--- src/rtl/controlador_partida_pkg.sv ---
// Shared definitions for the naval-battle game sequencer: state and result
// encodings, board geometry and the cell index helper.
package controlador_partida_pkg;

  localparam int LINHAS_MAPA  = 7;
  localparam int COLUNAS_MAPA = 5;
  localparam int N_CELULAS    = LINHAS_MAPA * COLUNAS_MAPA;

  typedef enum logic [2:0] {
    DESLIGADO  = 3'd0,
    PREPARACAO = 3'd1,
    CONTANDO   = 3'd2,
    PRONTO     = 3'd3,
    ATAQUE     = 3'd4,
    VITORIA    = 3'd5,
    DERROTA    = 3'd6
  } estado_t;

  typedef enum logic [2:0] {
    NENHUM   = 3'd0,
    AGUA     = 3'd1,
    ACERTO   = 3'd2,
    REPETIDO = 3'd3,
    INVALIDO = 3'd4
  } ultimo_t;

  // Column-major cell index; the result only addresses the map for in-range coordinates.
  function automatic logic [5:0] indice_celula(input logic [2:0] linha, input logic [2:0] coluna);
    logic [5:0] v_idx;
    v_idx = 6'(coluna) * 6'(LINHAS_MAPA) + 6'(linha);
    return v_idx;
  endfunction

endpackage

--- src/rtl/controlador_partida_contador.sv ---
// Sequential popcount of the locked map: one cell per cycle, 35 cycles,
// with a one-cycle done flag once the final total is registered.
module contador_navios
  import controlador_partida_pkg::*;
(
  input  logic        clock,
  input  logic        reset_n,
  input  logic        limpa,
  input  logic        inicia,
  input  logic [34:0] mapa,
  output logic        fim,
  output logic [5:0]  total
);

  logic [5:0] r_idx;
  logic [5:0] r_total;
  logic       r_ativo;
  logic       r_fim;

  // Scan index, running total and end flag.
  always_ff @(posedge clock or negedge reset_n) begin
    if (!reset_n) begin
      r_idx   <= 6'd0;
      r_total <= 6'd0;
      r_ativo <= 1'b0;
      r_fim   <= 1'b0;
    end else if (limpa) begin
      r_idx   <= 6'd0;
      r_total <= 6'd0;
      r_ativo <= 1'b0;
      r_fim   <= 1'b0;
    end else if (inicia) begin
      r_idx   <= 6'd0;
      r_total <= 6'd0;
      r_ativo <= 1'b1;
      r_fim   <= 1'b0;
    end else if (r_ativo) begin
      r_total <= r_total + {5'd0, mapa[r_idx]};
      if (r_idx == 6'(N_CELULAS - 1)) begin
        r_ativo <= 1'b0;
        r_fim   <= 1'b1;
      end else begin
        r_idx   <= r_idx + 6'd1;
        r_fim   <= 1'b0;
      end
    end else begin
      r_fim <= 1'b0;
    end
  end

  assign fim   = r_fim;
  assign total = r_total;

endmodule

--- src/rtl/controlador_partida.sv ---
// Game sequencer for the naval-battle board: state machine, map lock,
// shot/hit bookkeeping, end-of-game judgement and status LEDs.
module controlador_partida #(
  parameter int MAX_TIROS = 20,
  parameter int LINHAS    = 7,
  parameter int COLUNAS   = 5
) (
  input  logic        clock,
  input  logic        reset_n,
  input  logic        liga,
  input  logic        modo,
  input  logic        confirmar,
  input  logic [2:0]  coord_linha,
  input  logic [2:0]  coord_coluna,
  input  logic [34:0] mapa_sel,
  output logic [2:0]  estado,
  output logic [34:0] matriz_tiro,
  output logic [34:0] matriz_acerto,
  output logic [5:0]  tiros,
  output logic [5:0]  acertos,
  output logic [5:0]  total_navio,
  output logic        evento,
  output logic        LED_R,
  output logic        LED_G,
  output logic        LED_B
);
  import controlador_partida_pkg::*;

  estado_t     r_estado, w_estado_n;
  ultimo_t     r_ultimo, w_ultimo_n;
  logic [34:0] r_mapa_trav, w_mapa_n;
  logic [34:0] r_tiro, w_tiro_n;
  logic [34:0] r_acerto, w_acerto_n;
  logic [5:0]  r_tiros, w_tiros_n;
  logic [5:0]  r_acertos, w_acertos_n;
  logic        r_evento, w_evento_n;
  logic        r_led_r, r_led_g, r_led_b;
  logic        w_led_r, w_led_g, w_led_b;
  logic        w_inicia, w_limpa, w_fim, w_rejeita;
  logic [5:0]  w_total;
  logic        w_valida, w_repetido;
  logic [5:0]  w_idx;

  assign w_valida   = (coord_linha < 3'(LINHAS)) && (coord_coluna < 3'(COLUNAS));
  assign w_idx      = w_valida ? indice_celula(coord_linha, coord_coluna) : 6'd0;
  assign w_repetido = w_valida ? r_tiro[w_idx] : 1'b0;

  contador_navios u_contador (
    .clock   (clock),
    .reset_n (reset_n),
    .limpa   (w_limpa),
    .inicia  (w_inicia),
    .mapa    (r_mapa_trav),
    .fim     (w_fim),
    .total   (w_total)
  );

  // Next state, shot judgement and next LED values; liga then modo override confirmar.
  always_comb begin
    w_estado_n  = r_estado;
    w_ultimo_n  = r_ultimo;
    w_mapa_n    = r_mapa_trav;
    w_tiro_n    = r_tiro;
    w_acerto_n  = r_acerto;
    w_tiros_n   = r_tiros;
    w_acertos_n = r_acertos;
    w_evento_n  = 1'b0;
    w_inicia    = 1'b0;
    w_limpa     = 1'b0;
    w_rejeita   = 1'b0;
    w_led_r     = 1'b0;
    w_led_g     = 1'b0;
    w_led_b     = 1'b0;

    if (!liga) begin
      w_estado_n = DESLIGADO;
    end else begin
      case (r_estado)
        DESLIGADO: w_estado_n = PREPARACAO;
        PREPARACAO: begin
          if (confirmar) begin
            w_estado_n = CONTANDO;
            w_mapa_n   = mapa_sel;
            w_inicia   = 1'b1;
          end else begin
            w_estado_n = PREPARACAO;
          end
        end
        CONTANDO: begin
          if (w_fim) begin
            if (w_total == 6'd0) begin
              w_estado_n = PREPARACAO;
              w_rejeita  = 1'b1;
            end else begin
              w_estado_n = PRONTO;
            end
          end else begin
            w_estado_n = CONTANDO;
          end
        end
        PRONTO: begin
          if (modo) begin
            w_estado_n = ATAQUE;
          end else if (confirmar) begin
            w_estado_n = CONTANDO;
            w_mapa_n   = mapa_sel;
            w_inicia   = 1'b1;
          end else begin
            w_estado_n = PRONTO;
          end
        end
        ATAQUE: begin
          if (!modo) begin
            w_estado_n = PREPARACAO;
          end else if (confirmar) begin
            w_evento_n = 1'b1;
            if (!w_valida) begin
              w_ultimo_n = INVALIDO;
            end else if (w_repetido) begin
              w_ultimo_n = REPETIDO;
            end else begin
              w_tiro_n[w_idx] = 1'b1;
              w_tiros_n       = r_tiros + 6'd1;
              if (r_mapa_trav[w_idx]) begin
                w_acerto_n[w_idx] = 1'b1;
                w_acertos_n       = r_acertos + 6'd1;
                w_ultimo_n        = ACERTO;
              end else begin
                w_ultimo_n = AGUA;
              end
              // The winning hit beats the limit shot when both land together.
              if (w_acertos_n == w_total) begin
                w_estado_n = VITORIA;
              end else if (w_tiros_n == 6'(MAX_TIROS)) begin
                w_estado_n = DERROTA;
              end else begin
                w_estado_n = ATAQUE;
              end
            end
          end else begin
            w_estado_n = ATAQUE;
          end
        end
        VITORIA, DERROTA: begin
          if (!modo) begin
            w_estado_n = PREPARACAO;
          end else begin
            w_estado_n = r_estado;
          end
        end
        default: w_estado_n = DESLIGADO;
      endcase
    end

    if (w_estado_n == DESLIGADO || w_estado_n == PREPARACAO) begin
      w_limpa     = 1'b1;
      w_mapa_n    = 35'd0;
      w_tiro_n    = 35'd0;
      w_acerto_n  = 35'd0;
      w_tiros_n   = 6'd0;
      w_acertos_n = 6'd0;
      w_ultimo_n  = NENHUM;
    end else begin
      w_limpa = 1'b0;
    end

    case (w_estado_n)
      ATAQUE: begin
        w_led_g = (w_ultimo_n == ACERTO);
        w_led_r = (w_ultimo_n == AGUA);
        w_led_b = (w_ultimo_n == REPETIDO) || (w_ultimo_n == INVALIDO);
      end
      PREPARACAO, PRONTO: w_led_b = 1'b1;
      VITORIA:            w_led_g = 1'b1;
      DERROTA:            w_led_r = 1'b1;
      default: begin
        w_led_r = 1'b0;
        w_led_g = 1'b0;
        w_led_b = 1'b0;
      end
    endcase
    w_led_b = w_led_b | w_rejeita;
  end

  // State, game record and registered outputs.
  always_ff @(posedge clock or negedge reset_n) begin
    if (!reset_n) begin
      r_estado    <= DESLIGADO;
      r_ultimo    <= NENHUM;
      r_mapa_trav <= 35'd0;
      r_tiro      <= 35'd0;
      r_acerto    <= 35'd0;
      r_tiros     <= 6'd0;
      r_acertos   <= 6'd0;
      r_evento    <= 1'b0;
      r_led_r     <= 1'b0;
      r_led_g     <= 1'b0;
      r_led_b     <= 1'b0;
    end else begin
      r_estado    <= w_estado_n;
      r_ultimo    <= w_ultimo_n;
      r_mapa_trav <= w_mapa_n;
      r_tiro      <= w_tiro_n;
      r_acerto    <= w_acerto_n;
      r_tiros     <= w_tiros_n;
      r_acertos   <= w_acertos_n;
      r_evento    <= w_evento_n;
      r_led_r     <= w_led_r;
      r_led_g     <= w_led_g;
      r_led_b     <= w_led_b;
    end
  end

  assign estado        = r_estado;
  assign matriz_tiro   = r_tiro;
  assign matriz_acerto = r_acerto;
  assign tiros         = r_tiros;
  assign acertos       = r_acertos;
  assign total_navio   = w_total;
  assign evento        = r_evento;
  assign LED_R         = r_led_r;
  assign LED_G         = r_led_g;
  assign LED_B         = r_led_b;

endmodule

--- config.mk ---
export PLATFORM = sky130hd
export DESIGN_NAME = controlador_partida
export DESIGN_NICKNAME = d
export VERILOG_FILES = /design/src/rtl/controlador_partida_pkg.sv /design/src/rtl/controlador_partida_contador.sv /design/src/rtl/controlador_partida.sv
export SDC_FILE = /design/constraint.sdc
export NUM_CORES = 1
export LEC_CHECK = 0
export ABC_CLOCK_PERIOD_IN_PS = 7700
export BUFFER_PORTS_ARGS = -buffer_cell sky130_fd_sc_hd__clkbuf_2
export CORE_MARGIN = 4
export CORE_UTILIZATION = 40
export CTS_CLUSTER_DIAMETER = 40
export DETAILED_ROUTE_END_ITERATION = 8
export SLEW_MARGIN = 20
export SYNTH_ARGS = -nofsm -noshare
export SYNTH_HDL_FRONTEND = slang
export SYNTH_SLANG_ARGS = --single-unit
--- constraint.sdc ---
create_clock -name clock -period 7.7 [get_ports clock]
set_input_delay 0.385 -clock clock [delete_from_list [all_inputs] [get_ports clock]]
set_output_delay 0.385 -clock clock [all_outputs]
set_load 0.01 [all_outputs]
# Word-level counts from Yosys, hierarchy flattened
# Cells that the tools add are included.
word_totals:
  wordCells: 174
  memories: 0
  input_bits: 46
  output_inout_bits: 95
  ramBits: 0
  latchBits: 0
  rom_bits: 0
  regBits: 141
classes:
  n_bitwise: 3
  add_sub_neg: 5
  n_reduce_logical: 21
  n_mul: 1
  div: 0
  magnitude_cmp: 5
  n_shift: 0
  n_mux: 103
  eq_ne: 21
op_table:
  columns: ["cell", "n"]
  rows:
  - ["$mux 35", 19]
  - ["$mux 6", 29]
  - ["$or 35x35->35", 2]
  - ["$pmux 35 s2", 1]
  - ["$mux 3", 14]
  - ["$mux 1", 25]
  - ["$eq 3x3->1 const B", 7]
  - ["$add 6x1->6 const B", 3]
  - ["$bmux 1 s6", 3]
  - ["$pmux 3 s6", 1]
  - ["$eq 3x2->1 const B", 5]
  - ["$lt 6x7->1 const B", 2]
  - ["$mux 2", 6]
  - ["$reduce_bool 2->1", 6]
  - ["$eq 3x1->1 const B", 3]
  - ["$pmux 1 s2", 4]
  - ["$reduce_and 7->1", 1]
  - ["$add 6x1->6", 1]
  - ["$add 6x3->6", 1]
  - ["$demux 1 s6", 1]
  - ["$eq 6x5->1 const B", 1]
  - ["$eq 6x6->1", 1]
  - ["$eq 6x6->1 const B", 1]
  - ["$ge 6x1->1 const B", 1]
  - ["15 further kinds", 21]

# Logic depth before layout (Yosys ltp)
# Gate-level depths: netlist of the first run.
logic_depth:
  ltp_word: 27
  mapped_depth: 17
  depth_no_buf: 14

# By module
# Synthesis of the first run repeated with hierarchy kept, for this count alone.
unflattened:
  hier_cells: 795
  area_unflattened_um2: 7652.3
by_module_without_submodules:
  columns: ["mod", "area_each_um2", "seq_area_each_um2", "instances", "cells_per_inst"]
  rows:
  - ["controlador_partida", 6623.9, 3178.0, 1, 700]
  - ["contador_navios", 1028.5, 350.3, 1, 95]

# Worst setup path after synthesis of the first run
# OpenSTA, ideal clock, no wires.
synth_timing:
  path_kind: "input to register"
  from: "input port coord_coluna[0]"
  to: "register r_acerto[33] (netlist: matriz_acerto[33])"
  required_time_ns: 7.622
  setup_time_ns: 0.078
  setup_slack_ns: 3.396
  arrival_ns: 4.226
  path_buffers: 1
  stages: 13
  cell_sequence: "fa_1 -> fa_1 -> inv_1 -> fa_1 -> buf_2 -> inv_1 -> mux4_2 -> a211oi_2 -> o32ai_1 -> nor4b_4 -> o211ai_2 -> or4_4 -> o21ai_1"
synth_between:
  elab_chain_len: 24
  word_cells_on_any_way: 50
  classes_between: "add/sub (1); mul (1); order compare (3); eq/ne (3); mux (30); bitwise (1); reduce/logical (11)"
synth_rtl:
  columns: ["item", "line_no", "source"]
  rows:
  - ["start, declared", "controlador_partida.sv:14", "input logic [2:0] coord_coluna,"]
  - ["$mul 3x3->6 or $lt 3x3->1 (tied branches)", "controlador_partida_pkg.sv:30, controlador_partida.sv:44", null]
  - ["$add 6x3->6 or $logic_and 1x1->1 (tied branches)", "controlador_partida_pkg.sv:30, controlador_partida.sv:44", null]
  - ["$mux 6", "controlador_partida.sv:45", "assign w_idx = w_valida ? indice_celula(coord_linha, coord_coluna) : 6'd0;"]
  - ["$bmux 1 s6", "controlador_partida.sv:124", "if (r_mapa_trav[w_idx]) begin"]
  - ["$mux 1 (not written as such)", "controlador_partida.sv:124", null]
  - ["$mux 6", "controlador_partida.sv:124", null]
  - ["$mux 6", "controlador_partida.sv:119", "end else if (w_repetido) begin"]
  - ["$mux 6", "controlador_partida.sv:117", "if (!w_valida) begin"]
  - ["[... 8 more ...]", null, null]
  - ["$mux 3", "controlador_partida.sv:115", "end else if (confirmar) begin"]
  - ["$mux 3", "controlador_partida.sv:113", "if (!modo) begin"]
  - ["$pmux 3 s6", "controlador_partida.sv:78", "case (r_estado)"]
  - ["$mux 3", "controlador_partida.sv:75", "if (!liga) begin"]
  - ["$eq 3x1->1 or $logic_not 3->1 (tied branches)", "controlador_partida.sv:155", "if (w_estado_n == DESLIGADO || w_estado_n == PREPARACAO) begin"]
  - ["$logic_or 1x1->1", "controlador_partida.sv:155", null]
  - ["$ne 2x1->1 (no source line) or $reduce_bool 2->1 (tied branches)", null, null]
  - ["$reduce_and 7->1 (no source line)", null, null]
  - ["end signal, assigned", "controlador_partida.sv:204", "r_acerto <= w_acerto_n;"]
  - ["end, declared", "controlador_partida.sv:33", "logic [34:0] r_acerto, w_acerto_n;"]
# Several ways; a longest one is shown, not always the timed one. The select of a mux whose other input is x is not followed.
# A chain may end at the register's enable or synchronous reset.

# Worst setup path in the final report of the first run
layout_timing:
  from: "input port coord_coluna[0]"
  to: "register r_acerto[10] (netlist: matriz_acerto[10])"
# Same word-level chain as after synthesis.

==> impl_metrics.yaml, run 1 <==
outcome:
  outcome: "complete, no violations"
logic_synthesis:
  async_flop_share_pct: 100.0
  syn_area_sq_um: 7548
  seq_area_frac_synth_pct: 46.74
  synthesis.nets: 874
  ys.flop_type: "dfrtp_1"
  synth_top_area_cell: "dfrtp_1"
  synthTopCellsByArea: "dfrtp_1 47%, nand2_1 6.8%, mux4_2 4.2%, a21oi_1 4.0%, nor2_1 3.8%"
  synthDistinctLibCells: 63
  yosysTopAreaCellShare_pct: 46.74
  ys.warnings.count: 0
  ys_ff_latch: 141
  synthCells: 807
  synth_edf_count: 0
  synth.avg_cell_area_sq_um: 9.354
run:
  maxCapViolCount: 0
timing:
  timing.fmax_mhz: 186.4
  fin_tns_setup_ns: 0
  grt_setup_unrepaired: "no"
  drv_slew: 0
  worstMarginPinSlew_ns: 0.9302
  maxSlewHeadroom_pct: 37.91
  period_share_pct: 69.68
  fin_skew_ns: 0.01029
  hold_viol: 0
  post-route-min-period_ns: 5.365
  setup_violations: 0
global_routing:
  grt_max_degree: 84
  grt_pass1_vias: 6347
  antenna_found_initial: 0
  grt_usage_pct: 20.58
  gr-total-overflow: 0
  grt_pass1_wl_mm: 35.37
pwr:
  powerDensity_nw_per_um2: 211.9
  ir_drop_uv: 136.1
  p_leak_uw: 0.004039
die:
  start_util_pct: 41.32
  rows: 49
  pin_count: 141
  die_area_sq_um: 21130
  die_y_um: 145.4
  fp.coreArea_sq_um: 18270
  die_w_um: 145.4
routing:
  via_per_inst: 5.633
  antenna_left: 0
  wl_per_cell_um: 18.65
  first_pass_iters: 5
  vias: 6574
  drc: 0
  drtIter0Drc: 533
  drt_wl_total_mm: 21.76
setup_path:
  crit_path_end_kind: "flip-flop"
  startpoint_type: "input port"
  reg2regPathDepth: 9
  arrival_ns: 5.70
  critical_path_peak_fanout: 25
  reg2reg_slack_ns: 4.48
  crit_required_ns: 8.04
  crit_type: "in2reg"
  worst_r2r_startpoint: "u_contador.total[3]$_DFFE_PN0P_"
  worstReg2RegEnd: "r_ultimo[2]$_DFF_PN0_"
final_layout:
  drive_above_1_share_pct: 22.49
  layout_commonest_cell: "dfrtp_1"
  mostFrequentLayoutCells: "141 x dfrtp_1, 139 x clkbuf_2, 136 x nand2_1"
  fin_cells: 1167
  syn2layout_area_growth_pct: 19.43
  nets: 992
  n_antenna_cell: 0
placement:
  dp_cells: 1135
  hpwl_mm: 15.56
  portBuffers: 140
  gp_congestion: 0.8470
clock_network:
  cts_resized: 0
  cts_buffers: 17
  cts_sinks: 141
  post-cts-setup-buffers: 0
  clkTransAtPathRegs_ns: 0.06
  cts_htree_levels: 4
  clk_path_buf_depth: 2
  cts_tree: "built"
  cts_root_buf: "clkbuf_16"
  clock_latency_ns: 0.42
  holdBufCountCts: 0
hold_path:
  min_path_type: "in2async"
==> per-stage QoR <==
stage | power (uW) | hold slack (ns) | worst slack, ns | util (%) | cell area (sq um)
2_1_floorplan | 983.0 | 0.08941 | 3.396 | - | 7548
3_5_place_dp | 1091 | 0.4768 | 1.987 | 46.09 | 8421
6_report | 1911 | 0.01018 | 2.335 | 49.34 | 9015
4_1_cts | 1914 | 0.04056 | 2.378 | 49.34 | 9014
3_3_place_gp | 1090 | 0.4693 | 2.092 | 46.09 | 8421
5_1_grt | 1982 | 0.06392 | 2.006 | 49.34 | 9015
==> kinds of logic after synthesis <==
group	share of synthesized area, %
simple gates	19.01
compound gates	16.05
flops	46.74
buf+inv	3.912
mux	7.161
xor+xnor	3.249
fa+ha+maj	3.879
==> layout make-up <==
| type | count | area (sq um) |
|---|---|---|
| Inverter | 22 | 82.58 |
| Fill cell | 1814 | 9255 |
| Clock inverter | 12 | 136.4 |
| Clock buffer | 20 | 456.7 |
| Tap cell | 229 | 286.5 |
| Multi-Input combinational cell | 594 | 3750 |
| Sequential cell | 141 | 3528 |
| Timing Repair Buffer | 149 | 774.5 |
==> layer usage <==
| layer | GRT usage (%) | wire, um | vias to the layer above |
|---|---|---|---|
| met5 | 0 | 0 | - |
| met4 | 5.176 | 272 | 0 |
| met3 | 4.671 | 1224 | 20 |
| met2 | 32.13 | 10120 | 229 |
| met1 | 29.24 | 10140 | 3212 |
| li1 | - | - | 3113 |
==> flip-flops by register name, indices dropped and copies added, names as in the netlist <==
register	count
matriz_acerto	35
matriz_tiro	35
r_mapa_trav	35
acertos	6
tiros	6
u_contador.r_idx	6
u_contador.total	6
estado	3
r_ultimo	3
LED_B	1
LED_G	1
LED_R	1
evento	1
u_contador.fim	1
u_contador.r_ativo	1
==> where the power goes <==
group          switching, uW  internal, uW  leakage [uW]  total, uW
combinational            228           102       0.00179        330
clock                    333           497      0.000283        829
sequential              5.31           746       0.00197        751
total                    566          1340       0.00404       1910
==> Yosys cell counts, types with 5 or more instances <==
library cell  count
a211oi_1          5
a21oi_1          60
a31oi_1          37
and3_1            7
buf_1             5
buf_2            14
clkbuf_1         30
dfrtp_1         141
ha_1             17
inv_1            22
mux2i_1          18
mux4_2           14
nand2_1         136
nand2b_1          5
nand3_1          18
nand3b_1          6
nand4_1           7
nor2_1           77
nor2b_1           6
nor3_1           17
o211ai_1          6
o21ai_0          22
o21ai_1          28
or3_1            10
xnor2_1          14
xor2_1           14
==> critical path: stages <==
cell,delay (ns)
clkbuf_2,0.14
fa_1,0.51
fa_1,0.54
inv_1,0.06
fa_1,1.16
inv_1,0.31
mux4_2,0.52
a211oi_2,0.22
o32ai_1,0.14
nor4b_4,0.51
o211ai_2,0.43
or3_1,0.60
o21ai_1,0.17
==> how the worst max path moves through the flow <==
stage | startpoint | endpoint | cells past startpoint
2_1_floorplan | coord_coluna[0] | matriz_acerto[33]$_DFFE_PN0P_ | 13
3_3_place_gp | coord_coluna[0] | matriz_acerto[10]$_DFFE_PN0P_ | 13
3_5_place_dp | coord_coluna[0] | matriz_acerto[11]$_DFFE_PN0P_ | 13
4_1_cts | coord_coluna[0] | matriz_acerto[11]$_DFFE_PN0P_ | 13
5_1_grt | coord_coluna[0] | matriz_acerto[3]$_DFFE_PN0P_ | 13
6_report | coord_coluna[0] | matriz_acerto[10]$_DFFE_PN0P_ | 13
(Power assumes the default switching activity.)
==> inputs of run 2 (changes only) <==
Settings changed: ABC_CLOCK_PERIOD_IN_PS 7700 to 5010.
Clock period 7.7 ns to 5.01 ns, I/O delays scaled along.
==> impl_metrics.yaml, run 2 (same netlist as run 1, synthesis figures left out) <==
timing:
  post-route-min-period_ns: 4.427
  hold_viol: 0
  grt_setup_unrepaired: "no"
  timing.fmax_mhz: 225.9
  fin_skew_ns: 0.01302
  setup_slack_ns: 0.5828
  maxSlewHeadroom_pct: 40.92
  whs_ns: 0.03671
  worstMarginPinSlew_ns: 0.8861
  drv_slew: 0
  setup_violations: 0
  fin_tns_setup_ns: 0
  period_share_pct: 88.37
placement:
  dp_slack_ns: 0.2132
  gp_congestion: 0.8523
  hpwl_mm: 15.82
  placed_area_sq_um: 8473
  portBuffers: 140
die:
  die_y_um: 145.4
  die_area_sq_um: 21130
  pin_count: 141
  die_w_um: 145.4
  start_util_pct: 41.32
  fp.coreArea_sq_um: 18270
  rows: 49
clock_network:
  clock_latency_ns: 0.42
  clkTransAtPathRegs_ns: 0.06
  cts_sinks: 141
  post-cts-setup-buffers: 0
  cts_tree: "built"
  cts_buffers: 17
  cts_root_buf: "clkbuf_16"
  cts_htree_levels: 4
  clk_path_buf_depth: 2
setup_path:
  crit_type: "in2reg"
  startpoint_type: "input port"
  crit_path_end_kind: "flip-flop"
  critical_path_peak_fanout: 24
  crit_start: "coord_coluna[0]"
  crit_required_ns: 5.35
  worst_r2r_startpoint: "u_contador.r_idx[0]$_DFFE_PN0P_"
  arrival_ns: 4.77
final_layout:
  mostFrequentLayoutCells: "141 x dfrtp_1, 139 x clkbuf_2, 136 x nand2_1"
  syn2layout_area_growth_pct: 20.75
  fill_cells: 1765
  nets: 1000
  n_antenna_cell: 0
  drive_above_1_share_pct: 23.04
  postLayoutCellArea_sq_um: 9115
  layout_commonest_cell: "dfrtp_1"
routing:
  drt_wl_total_mm: 22.04
  vias: 6643
  wl_per_cell_um: 18.76
  drc: 0
  antenna_left: 0
  via_per_inst: 5.654
  first_pass_iters: 5
  drtIter0Drc: 481
global_routing:
  grt_pass1_wl_mm: 35.53
  grt_usage_pct: 20.71
  gr-total-overflow: 0
  grt_pass1_vias: 6392
  grt_max_degree: 88
  antenna_found_initial: 0
hold_path:
  min_path_type: "in2reg"
  hold_start: "mapa_sel[9]"
pwr:
  powerDensity_nw_per_um2: 332.7
  finalPower_uw: 3032
  p_leak_uw: 0.004092
  ir_drop_uv: 223.8
outcome:
  outcome: "complete, no violations"
run:
  maxCapViolCount: 0
run 2: critical path, stage by stage:
cell and delay (ns):
clkbuf_2 0.14, fa_1 0.52, fa_1 0.54, inv_1 0.07, fa_1 0.51, buf_4 0.25, nand2b_1 0.30, o211a_1 0.36
nor2_1 0.07, o31a_1 0.27, nor4b_4 0.48, o211ai_2 0.25, or3_1 0.54, o21ai_1 0.21
run 2: timing repair:
action,CTS,global route
resized for setup,0,0
hold buffers,1,0
hold endpoints to repair,86,0
run 2: metal layers:
layer / global-route usage, % / vias up / routed length, um
met5: 0 / - / 0
met4: 4.891 / 0 / 302
met3: 4.017 / 23 / 1215
met2: 32.32 / 228 / 10340
met1: 30.02 / 3266 / 10180
li1: - / 3126 / -
run 2: worst paths after layout:
path	end	slack [ns]	depth (start not counted)
setup / recovery	matriz_acerto[24]$_DFFE_PN0P_	0.58	14
hold / removal	r_mapa_trav[9]$_DFFE_PN0P_	0.04	3
setup reg to reg	u_contador.total[4]$_DFFE_PN0P_	2.01	9
hold reg to reg	matriz_acerto[21]$_DFFE_PN0P_	0.48	2
max in group asynchronous	r_mapa_trav[30]$_DFFE_PN0P_	3.31	3
min in group asynchronous	matriz_acerto[30]$_DFFE_PN0P_	0.47	2
run 2: cell type report:
type | instances | area, sq um | share of cell area, %
Clock buffer | 19 | 442.9 | 4.859
Clock inverter | 13 | 187.7 | 2.059
Inverter | 22 | 82.58 | 0.9060
Multi-Input combinational cell | 594 | 3750 | 41.14
Sequential cell | 141 | 3528 | 38.71
Tap cell | 229 | 286.5 | 3.143
Timing Repair Buffer | 157 | 837.1 | 9.183
run 2: power by group:
group          internal [uW]  leakage (uW)  total (uW)  switching, uW
sequential              1150       0.00197        1150           7.98
combinational            168       0.00183         528            361
clock                    849      0.000300        1350            501
run 2: per-stage QoR:
| stage | utilization (%) | std cells |
|---|---|---|
| 3_5_place_dp | 46.38 | 1142 |
| 2_1_floorplan | - | 807 |
| 5_1_grt | 49.89 | 1175 |
| 3_3_place_gp | 46.38 | 1142 |
| 4_1_cts | 49.88 | 1175 |
| 6_report | 49.89 | 1175 |
==> inputs of run 3 (changes only) <==
Settings changed: CTS_BUF_LIST set to sky130_fd_sc_hd__clkbuf_2, MAX_ROUTING_LAYER set to met4.
==> impl_metrics.yaml, run 3 (same netlist as run 1, synthesis figures left out) <==
timing:
  hold_viol: 0
  setup_violations: 0
  maxSlewHeadroom_pct: 42.36
  worstMarginPinSlew_ns: 0.8646
  fin_tns_setup_ns: 0
  period_share_pct: 81.08
  drv_slew: 0
  fin_skew_ns: 0.04833
  timing.fmax_mhz: 246.2
  post-route-min-period_ns: 4.062
  grt_setup_unrepaired: "no"
global_routing:
  grt_max_degree: 88
  grt.busiest_layer: "met2"
  antenna_found_initial: 1
  grt_pass1_wl_mm: 35.76
  gr-total-overflow: 0
  grtUsageMet2_pct: 32.58
  grt_pass1_vias: 6582
  met1_usage_pct: 29.31
  met3_usage_pct: 4.921
  grt_usage_pct: 21.47
die:
  pin_count: 141
  fp.coreArea_sq_um: 18270
  die_y_um: 145.4
  start_util_pct: 41.32
  rows: 49
  die_area_sq_um: 21130
  die_w_um: 145.4
clock_network:
  cts_htree_levels: 4
  cts_sinks: 141
  cts_resized: 0
  post-cts-setup-buffers: 0
  cts_tree: "built"
  clock_latency_ns: 0.75
  cts_root_buf: "clkbuf_2"
  clkTransAtPathRegs_ns: 0.21
  cts_buffers: 17
  clk_path_buf_depth: 2
routing:
  via_per_inst: 5.517
  drt_wl_total_mm: 22.03
  antenna_left: 0
  first_pass_iters: 7
  wl_per_cell_um: 18.15
  vias: 6698
  drtIter0Drc: 430
  drc: 0
pwr:
  finalPower_uw: 2474
  ir_drop_uv: 124.4
  p_leak_uw: 0.004109
  powerDensity_nw_per_um2: 270.4
setup_path:
  crit_path_end_kind: "flip-flop"
  startpoint_type: "input port"
  arrival_ns: 4.69
  crit_required_ns: 5.64
  crit_type: "in2reg"
  critical_path_peak_fanout: 24
final_layout:
  nets: 1038
  fin_cells: 1214
  syn2layout_area_growth_pct: 21.20
  fin_util_pct: 50.08
  mostFrequentLayoutCells: "157 x clkbuf_2, 141 x dfrtp_1, 136 x nand2_1"
  layout_commonest_cell: "clkbuf_2"
  drive_above_1_share_pct: 22.15
run:
  maxCapViolCount: 0
placement:
  hpwl_mm: 15.82
  portBuffers: 140
  dp_cells: 1142
  gp_congestion: 0.8658
hold_path:
  min_path_type: "in2async"
outcome:
  outcome: "complete, no violations"
-- run 3: routing by layer --
metal | wire [um] | up-vias
met5 | 0 | -
met4 | 364 | 0
met3 | 1204 | 30
met2 | 10300 | 201
met1 | 10160 | 3274
li1 | - | 3193
-- run 3: per-stage QoR --
step / hold slack, ns / worst slack, ns / area, sq um
6_report: 0.1238 / 0.9476 / 9149
5_1_grt: 0.1121 / 0.8077 / 9149
4_1_cts: 0.001568 / 1.012 / 9135
3_5_place_dp: 0.3781 / 0.2132 / 8473
3_3_place_gp: 0.3779 / 0.2610 / 8473
2_1_floorplan: -0.04509 / 0.8400 / 7548
-- run 3: path summary, 6_finish.rpt --
path	cells past startpoint	slack (ns)	from	to
setup reg to reg	9	1.99	u_contador.r_idx[0]$_DFFE_PN0P_	u_contador.total[4]$_DFFE_PN0P_
min in group clock	4	0.25	mapa_sel[33]	r_mapa_trav[33]$_DFFE_PN0P_
hold reg to reg	2	0.51	matriz_acerto[21]$_DFFE_PN0P_	matriz_acerto[21]$_DFFE_PN0P_
max in group asynchronous	3	3.64	reset_n	matriz_tiro[34]$_DFFE_PN0P_
hold / removal	2	0.12	reset_n	matriz_acerto[29]$_DFFE_PN0P_
setup / recovery	14	0.95	coord_coluna[0]	LED_B$_DFF_PN0_
-- run 3: worst max-delay path: stages --
cell and delay [ns]:
clkbuf_2 0.14, fa_1 0.52, fa_1 0.54, inv_1 0.07, fa_1 0.51, buf_4 0.25, nand2b_1 0.30, o211a_1 0.35
nor2_1 0.06, o31a_1 0.27, nor4b_4 0.47, mux2i_1 0.44, a31oi_1 0.21, a32o_1 0.30
-- run 3: area by class of cell --
type	instances	area [sq um]
antenna	1	2.502
clock buffer	18	90.09
clock inverter	14	191.4
fill	1778	9121
inverter	22	82.58
multi-input combinational	594	3750
sequential	141	3528
tap	229	286.5
timing repair buffer	195	1217
-- run 3: where the power goes --
group          internal [uW]  switching [uW]
sequential              1150            7.91
clock                    331             441
combinational            187             360
total                   1660             810
-- run 3: what timing repair did --
item                                    4_1_cts  5_1_grt
endpoints found under the setup margin        0        0
endpoints found under the hold margin       126        1
hold buffers                                 38        1
